--- src/rtl/view_angle_accum.sv ---
// view_angle_accum: per-frame camera yaw/pitch accumulator.
// Mouse deltas and held-key steps are gathered in saturating pending
// accumulators and applied once per frame, three cycles after frame_start.
// Yaw wraps in (-1268, 1268]. Pitch clamps to +/-PITCH_LIMIT.
// Optional pitch channel: define VIEW_PITCH_EN to build it in. When it is
// undefined, pitch is tied to zero and delta_dy is ignored.
module view_angle_accum #(
  parameter int KEY_STEP    = 8,
  parameter int PITCH_LIMIT = 317
) (
  input  logic        clk,
  input  logic        rst_n,
  input  logic        frame_start,
  input  logic        delta_valid,
  output logic        delta_ready,
  input  logic [7:0]  delta_dx,
  input  logic [7:0]  delta_dy,
  input  logic        key_left,
  input  logic        key_right,
  output logic [15:0] yaw,
  output logic [15:0] pitch,
  output logic        angle_valid
);

  typedef enum logic [1:0] {IDLE, APPLY_YAW, APPLY_PITCH, PUBLISH} state_t;

  state_t             state_q;
  logic signed [11:0] pend_dx_q, snap_dx_q;
  logic signed [15:0] yaw_q, yaw_new_q;
  logic               valid_q;

  logic               accept;
  logic signed [13:0] key_term_d, dx_ext_d, dx_acc_d;
  logic signed [16:0] yaw_sum_d, yaw_fix_d;
  logic signed [15:0] yaw_wrap_d;

  // Saturate a widened sum back into the symmetric 12-bit pending range.
  function automatic logic signed [11:0] sat12(input logic signed [13:0] v);
    if (v > 14'sd2047)       return 12'sd2047;
    else if (v < -14'sd2047) return -12'sd2047;
    else                     return v[11:0];
  endfunction

  assign delta_ready = (state_q == IDLE);
  assign accept      = delta_valid & delta_ready;
  assign yaw         = yaw_q;
  assign angle_valid = valid_q;

  // Key term and pending-dx sum including any delta taken this cycle.
  always_comb begin
    key_term_d = '0;
    if (key_right && !key_left)      key_term_d = 14'(KEY_STEP);
    else if (key_left && !key_right) key_term_d = -14'(KEY_STEP);
    dx_ext_d = accept ? 14'($signed(delta_dx)) : 14'sd0;
    dx_acc_d = 14'(pend_dx_q) + dx_ext_d;
  end

  // Yaw wrap: the snapshot magnitude is bounded so one correction is enough.
  always_comb begin
    yaw_sum_d = 17'(yaw_q) + 17'(snap_dx_q);
    yaw_fix_d = yaw_sum_d;
    if (yaw_sum_d > 17'sd1268)        yaw_fix_d = yaw_sum_d - 17'sd2536;
    else if (yaw_sum_d <= -17'sd1268) yaw_fix_d = yaw_sum_d + 17'sd2536;
    yaw_wrap_d = yaw_fix_d[15:0];
  end

  // Frame FSM with yaw path, pending dx accumulator and publish strobe.
  always_ff @(posedge clk or negedge rst_n) begin
    if (!rst_n) begin
      state_q   <= IDLE;
      pend_dx_q <= '0;
      snap_dx_q <= '0;
      yaw_q     <= '0;
      yaw_new_q <= '0;
      valid_q   <= 1'b0;
    end else begin
      case (state_q)
        IDLE: begin
          valid_q <= 1'b0;
          if (frame_start) begin
            snap_dx_q <= sat12(dx_acc_d + key_term_d);
            pend_dx_q <= '0;
            state_q   <= APPLY_YAW;
          end else begin
            pend_dx_q <= sat12(dx_acc_d);
          end
        end
        APPLY_YAW: begin
          yaw_new_q <= yaw_wrap_d;
          state_q   <= APPLY_PITCH;
        end
        APPLY_PITCH: begin
          yaw_q   <= yaw_new_q;
          valid_q <= 1'b1;
          state_q <= PUBLISH;
        end
        default: begin
          valid_q <= 1'b0;
          state_q <= IDLE;
        end
      endcase
    end
  end

`ifdef VIEW_PITCH_EN
  localparam logic signed [16:0] PLIM = 17'(PITCH_LIMIT);

  logic signed [11:0] pend_dy_q, snap_dy_q;
  logic signed [15:0] pitch_q;
  logic signed [13:0] dy_acc_d;
  logic signed [16:0] pitch_sum_d, pitch_fix_d;

  // Pending-dy sum and clamped pitch candidate.
  always_comb begin
    dy_acc_d    = 14'(pend_dy_q) + (accept ? 14'($signed(delta_dy)) : 14'sd0);
    pitch_sum_d = 17'(pitch_q) + 17'(snap_dy_q);
    pitch_fix_d = pitch_sum_d;
    if (pitch_sum_d > PLIM)       pitch_fix_d = PLIM;
    else if (pitch_sum_d < -PLIM) pitch_fix_d = -PLIM;
  end

  // Pitch channel follows the same FSM; it loads with yaw on the publish edge.
  always_ff @(posedge clk or negedge rst_n) begin
    if (!rst_n) begin
      pend_dy_q <= '0;
      snap_dy_q <= '0;
      pitch_q   <= '0;
    end else begin
      if (state_q == IDLE) begin
        if (frame_start) begin
          snap_dy_q <= sat12(dy_acc_d);
          pend_dy_q <= '0;
        end else begin
          pend_dy_q <= sat12(dy_acc_d);
        end
      end else if (state_q == APPLY_PITCH) begin
        pitch_q <= pitch_fix_d[15:0];
      end
    end
  end

  assign pitch = pitch_q;
`else
  logic unused_pitch;
  assign unused_pitch = ^{delta_dy, 17'(PITCH_LIMIT)};
  assign pitch        = '0;
`endif

endmodule

--- config.mk ---
export PLATFORM = sky130hd
export DESIGN_NAME = view_angle_accum
export DESIGN_NICKNAME = d
export VERILOG_FILES = /design/src/rtl/view_angle_accum.sv
export SDC_FILE = /design/constraint.sdc
export NUM_CORES = 1
export LEC_CHECK = 0
export ABC_AREA = 1
export CORE_MARGIN = 4
export CORE_UTILIZATION = 56
export DETAILED_ROUTE_END_ITERATION = 8
export PLACE_DENSITY = 0.85
export SLEW_MARGIN = 20
export SYNTH_ARGS = -nofsm -noshare
export SYNTH_HDL_FRONTEND = slang
export SYNTH_SLANG_ARGS = --single-unit
export TNS_END_PERCENT = 50
--- constraint.sdc ---
create_clock -name clk -period 4.2 [get_ports clk]
set_input_delay 1.26 -clock clk [delete_from_list [all_inputs] [get_ports clk]]
set_output_delay 1.26 -clock clk [all_outputs]
set_load 0.01 [all_outputs]
==> results of run 1 <==
-- final cells by class --
type	count	area, um2
multi-input combinational	720	4610
fill	626	2330
sequential	59	1480
timing repair buffer	133	1100
inverter	117	447
tap	136	170
clock buffer	9	124
clock inverter	7	58.8
-- kinds of logic after synthesis --
group,Yosys count,share of synthesized area (%)
AND/OR/NAND/NOR,564,42.4
buffers and inverters,147,11.3
flip-flops,59,24.8
AO/OA/AOI/OAI,57,5.68
adder cells (fa/ha/maj),50,10.9
XOR/XNOR,31,4.88
other,1,0.0630
-- worst max-delay path by stage --
| stage | slack, ps | from | to |
|---|---|---|---|
| 6_report | -510 | delta_valid | snap_dx_q[5]$_DFFE_PN0P_ |
| 5_1_grt | -580 | delta_valid | snap_dx_q[5]$_DFFE_PN0P_ |
| 4_1_cts | 7 | delta_dx[0] | snap_dx_q[7]$_DFFE_PN0P_ |
| 3_5_place_dp | -930 | delta_valid | snap_dx_q[1]$_DFFE_PN0P_ |
| 3_3_place_gp | -770 | delta_valid | snap_dx_q[1]$_DFFE_PN0P_ |
| 2_1_floorplan | 30 | delta_valid | snap_dx_q[0]$_DFFE_PN0P_ |
-- worst max-delay path, cell delays in order --
cell and delay (ps):
buf_8 110, nand2_8 70, nor2_4 50, ha_4 170
buf_4 130, buf_4 130, buf_4 150, nand3_4 80
nand3_2 140, xor2_1 270, inv_1 140, ha_4 220
fa_2 440, xor2_1 230, nor4_2 300, nand2_1 110
nor2_1 120, nand4_1 110, nand2_2 130, nand3_2 180
nand2_1 120, nand2_1 50, nand2_1 60, nand2_1 150
-- cell usage in the layout (no fill, tap or decap), types with 10 or more instances in the layout --
cell	n
a21oi_2	12
conb_1	16
nor2_4	13
clkdlybuf4s50_1	21
ha_1	26
nand2_2	49
inv_1	100
nor2_1	29
buf_4	94
inv_2	14
ha_4	18
xor2_1	19
a21oi_1	12
dfrtp_1	59
nand3_1	65
nand2_1	335
nand2_4	20
o21ai_0	11
nand3_2	11
nand4_1	10
-- repair_timing --
action                     in CTS  in global routing
resized for setup              71                101
cloned                          2                  0
setup endpoints to repair      12                 23
pin swaps                      58                 56
buffers inserted               32                  8
-- state kept, by name, summed over array words and instances, names as in the netlist --
signal,flops
angle_valid,1
pend_dx_q,12
snap_dx_q,12
state_q,2
yaw,16
yaw_new_q,16
-- through the flow --
| stage | hold slack (ps) | util [%] |
|---|---|---|
| after detailed placement | 467 | 65.5 |
| after floorplan | 449 | - |
| after CTS | 485 | 72.4 |
| final | 483 | 77.4 |
| after global placement | 457 | 65.5 |
| after global routing | 512 | 77.4 |
-- per-layer routing --
layer  vias up  share of wire [%]
li1       3080                  -
met1      3168                 34
met2       685                 43
met3       267                 12
met4         0                 11
met5         -                  0
==> impl_metrics.csv, run 1 <==
group,metric,value,unit
timing,post-route-min-period,4710,ps
timing,fmax,0.212,GHz
drt,antenna_left,0,
global_route,track_usage,28.4,%
setup_path,required,4460,ps
outcome,status,"complete, but fails checks",
yosys,synth.cell_area,0.00595,mm2
floorplanning,initial_utilization,57.6,%
drt,num_vias,7200,
yosys,synth_cell_types,49,
finish,stdcell_area,0.00799,mm2
finish,layout.cells.non_filler,1181,
yosys,synth_cells,909,
yosys,synth_area_leaders,"dfrtp_1 25%, nand2_1 23%, ha_1 9.9%",
place,pre_cts_ws,-933,ps
setup_path,crit_type,"in -> reg",
setup_path,crit-reg2reg-capture,"snap_dx_q[5]$_DFFE_PN0P_",
clock_tree,clkTransAtPathRegs,120,ps
worst_hold_path,worstHoldPathCells,2,
drt,viasPerCell,6.10,
place,placed_cells,1123,
yosys,synth_top_area_share,24.8,%
finish,area_growth,34.3,%
timing,tightest_slew,873,ps
place,dpl_cell_area,0.00676,mm2
global_route,grtUsageMet2,47.9,%
timing,relSlewSlack,41.8,%
yosys,yosysWarnings,0,
floorplanning,core_area,0.0103,mm2
global_route,grt_util_met1,35.6,%
clock_tree,htree_levels,3,
yosys,async_reset_ff_share,100,%
worst_hold_path,min_from,"yaw_new_q[10]$_DFFE_PN0P_",
timing,layout_setup_ws,-507,ps
global_route,grt_overflow,0,
yosys,ys.flop_type,"dfrtp_1",
setup_path,startpoint_type,"input pin",
timing,grt_setup_unrepaired,"true",
yosys,synth_seq_cells,59,
floorplanning,fp.dieH,111,um
clock_tree,cts_sinks,59,
timing,finalMaxSlewViolations,0,
finish,nets,1112,
timing,finClkSkew,40.7,ps
yosys,syn_area_per_cell,6.54,um2
setup_path,r2r_start,"state_q[1]$_DFFE_PN0P_",
timing,finalCritPeriodShare,112,%
worst_hold_path,hp-class,"reg -> reg",
setup_path,crit_arrival,4960,ps
setup_path,r2r_cells,25,
floorplanning,die_area,0.0123,mm2
floorplanning,io_pins,56,
yosys,synth_edf_count,0,
drt,first_iter_violations,981,
clock_tree,cts_tree,"yes",
drt,firstDrtPassIters,9,
place,place_congestion,0.901,
floorplanning,die_w,111,um
place,dp_hpwl,11200,um
clock_tree,clock_path_buffers,2,
drt,wl,23700,um
worst_hold_path,min_to,"yaw_new_q[10]$_DFFE_PN0P_",
finish,drive_gt1_share,29.5,%
place,io_buffer_count,31,
clock_tree,cts_made_buffers,9,
global_route,grt_max_degree,35,
clock_tree,clockRootBuffer,"clkbuf_8",
yosys,ys_seq_area_share,24.8,%
timing,setup_viol,23,
setup_path,worstPathMaxFanout,5,
global_route,grt_use_met3,4.80,%
setup_path,cp-end-kind,"register",
timing,finalHoldViolCount,0,
global_route,grt-busiest-layer,"met2",
yosys,synth.top_cells.by_count,"364 x nand2_1, 113 x inv_1, 75 x nand3_1",
flow_run,cap_viol_max_count,0,
yosys,yosysMostFrequentCell,"nand2_1",
timing,final.setup.tns,-7500,ps
drt,wl_per_cell,20.1,um
clock_tree,clkLatencyLatePin,400,ps
setup_path,r2r_setup_slack,-440,ps
outcome,failed_checks,"negative setup slack",
floorplanning,row_count,37,
global_route,grt_first_pass_wirelength,29000,um
global_route,grt_pass1_vias,6159,
global_route,antenna_found_initial,0,
drt,drc,0,
clock_tree,holdBufCountCts,0,
finish,diodes,0,
yosys,yosys.area.top_type,"dfrtp_1",
Power of run 1 is not shown: default switching activity piles up to over one toggle a cycle in this logic, so the estimate is an artifact.
==> inputs of run 2 (changes only) <==
Settings changed: CELL_PAD_IN_SITES_DETAIL_PLACEMENT set to 0, CELL_PAD_IN_SITES_GLOBAL_PLACEMENT set to 2, CORE_UTILIZATION 56 to 33, PLACE_DENSITY 0.85 to 0.9.
==> impl_metrics.csv, run 2 (same netlist as run 1, synthesis figures left out) <==
group,metric,value,unit
setup_path,cp_slowest_cell,"fa_2",
worst_hold_path,hp-class,"reg -> reg",
place,pre_cts_ws,-907,ps
place,io_buffer_count,31,
timing,post-route-min-period,4200,ps
finish,diodes,0,
clock_tree,clkLatencyLatePin,330,ps
global_route,grt_max_degree,35,
finish,layout.cells.non_filler,1255,
clock_tree,cts_sinks,59,
drt,antenna_left,0,
finish,final_common_cell,"nand2_1",
finish,fin_util,44.7,%
timing,grt_setup_unrepaired,"true",
clock_tree,clock_path_buffers,2,
floorplanning,fp.dieH,142,um
timing,fmax,0.238,GHz
clock_tree,htree_levels,3,
drt,wl,16100,um
clock_tree,holdBufCountCts,0,
global_route,grt_util_met1,23.3,%
setup_path,cp-end-kind,"register",
clock_tree,clockRootBuffer,"clkbuf_16",
floorplanning,row_count,48,
finish,final_cell_mix,"352 x nand2_1, 106 x inv_1, 86 x buf_4",
drt,viasPerCell,4.53,
global_route,grt_first_pass_wirelength,27000,um
timing,setup_viol,0,
setup_path,startpoint_type,"input pin",
floorplanning,initial_utilization,34.0,%
global_route,grtUsageMet2,26.3,%
clock_tree,cts_made_buffers,9,
finish,area_growth,31.3,%
global_route,grt_overflow,0,
timing,tightest_slew,777,ps
timing,finClkSkew,5.72,ps
setup_path,worstPathMaxFanout,6,
drt,num_vias,5682,
place,dp_hpwl,12500,um
global_route,track_usage,16.5,%
drt,firstDrtPassIters,5,
finish,nets,1097,
timing,relSlewSlack,48.2,%
setup_path,required,4460,ps
global_route,grt-busiest-layer,"met2",
place,place_congestion,0.811,
setup_path,crit_type,"in -> reg",
floorplanning,die_w,142,um
outcome,status,"finished clean",
finish,drive_gt1_share,24.1,%
setup_path,crit_arrival,4460,ps
drt,drc,0,
timing,finalMaxSlewViolations,0,
timing,layout_setup_ws,3.04,ps
clock_tree,clkTransAtPathRegs,60,ps
timing,finalHoldViolCount,0,
drt,wl_per_cell,12.8,um
floorplanning,die_area,0.0202,mm2
floorplanning,io_pins,56,
global_route,antenna_found_initial,0,
drt,first_iter_violations,304,
clock_tree,cts_tree,"yes",
global_route,grt_use_met3,3.13,%
timing,final.setup.tns,0,ps
global_route,grt_pass1_vias,5513,
timing,finalCritPeriodShare,99.9,%
setup_path,critPathMaxStageDelay,380,ps
flow_run,cap_viol_max_count,0,
setup_path,cp_common_cell,"nand2_4",
floorplanning,core_area,0.0175,mm2
place,placed_cells,1213,
==> run 2: cell type report <==
type                    count  area, um2
clock buffers               9        225
clock inverters             7       76.3
fillers                  1826       9670
inverters                 117        447
multi-input cells         720       4340
flip-flops and latches     59       1480
well taps                 225        282
repair buffers            118        961
==> run 2: repair_timing <==
| item | CTS | global route |
|---|---|---|
| pin swaps | 54 | 26 |
| gates resized for setup | 72 | 31 |
| endpoints found under the setup margin | 12 | 12 |
| setup buffers | 23 | 1 |
| endpoints found under the hold margin | 0 | 0 |
| gates cloned | 2 | 0 |
==> run 2: final timing paths <==
| check | cells past startpoint | end | from | slack, ps |
|---|---|---|---|---|
| setup / recovery | 29 | snap_dx_q[1]$_DFFE_PN0P_ | delta_valid | 3 |
| setup reg to reg | 30 | snap_dx_q[1]$_DFFE_PN0P_ | state_q[1]$_DFFE_PN0P_ | 220 |
| min in group asynchronous | 1 | snap_dx_q[10]$_DFFE_PN0P_ | rst_n | 1000 |
| hold / removal | 2 | yaw[10]$_DFFE_PN0P_ | yaw_new_q[10]$_DFFE_PN0P_ | 480 |
| max in group asynchronous | 2 | yaw_new_q[5]$_DFFE_PN0P_ | rst_n | 2480 |
| hold reg to reg | 2 | yaw[10]$_DFFE_PN0P_ | yaw_new_q[10]$_DFFE_PN0P_ | 480 |
==> run 2: critical path, delay by kind of cell <==
kind | cells | cell delay, ps
and+or+nand+nor | 16 | 1480
adders and majority gates | 3 | 740
AOI/OAI and AO/OA | 4 | 570
buffers and inverters | 6 | 390
==> run 2: through the flow <==
stage | hold WS (ps) | instance area, um2
after global placement | 460 | 6890
after floorplan | 449 | 6040
final | 476 | 7810
after detailed placement | 465 | 6890
after CTS | 474 | 7640
after global routing | 501 | 7810
==> run 2: metal layers <==
| layer | share of wire (%) | up-vias |
|---|---|---|
| li1 | - | 3053 |
| met2 | 46 | 78 |
| met4 | 0.56 | 0 |
| met3 | 3.0 | 4 |
| met5 | 0 | - |
| met1 | 51 | 2547 |
Power of run 2 is left out for the same reason.
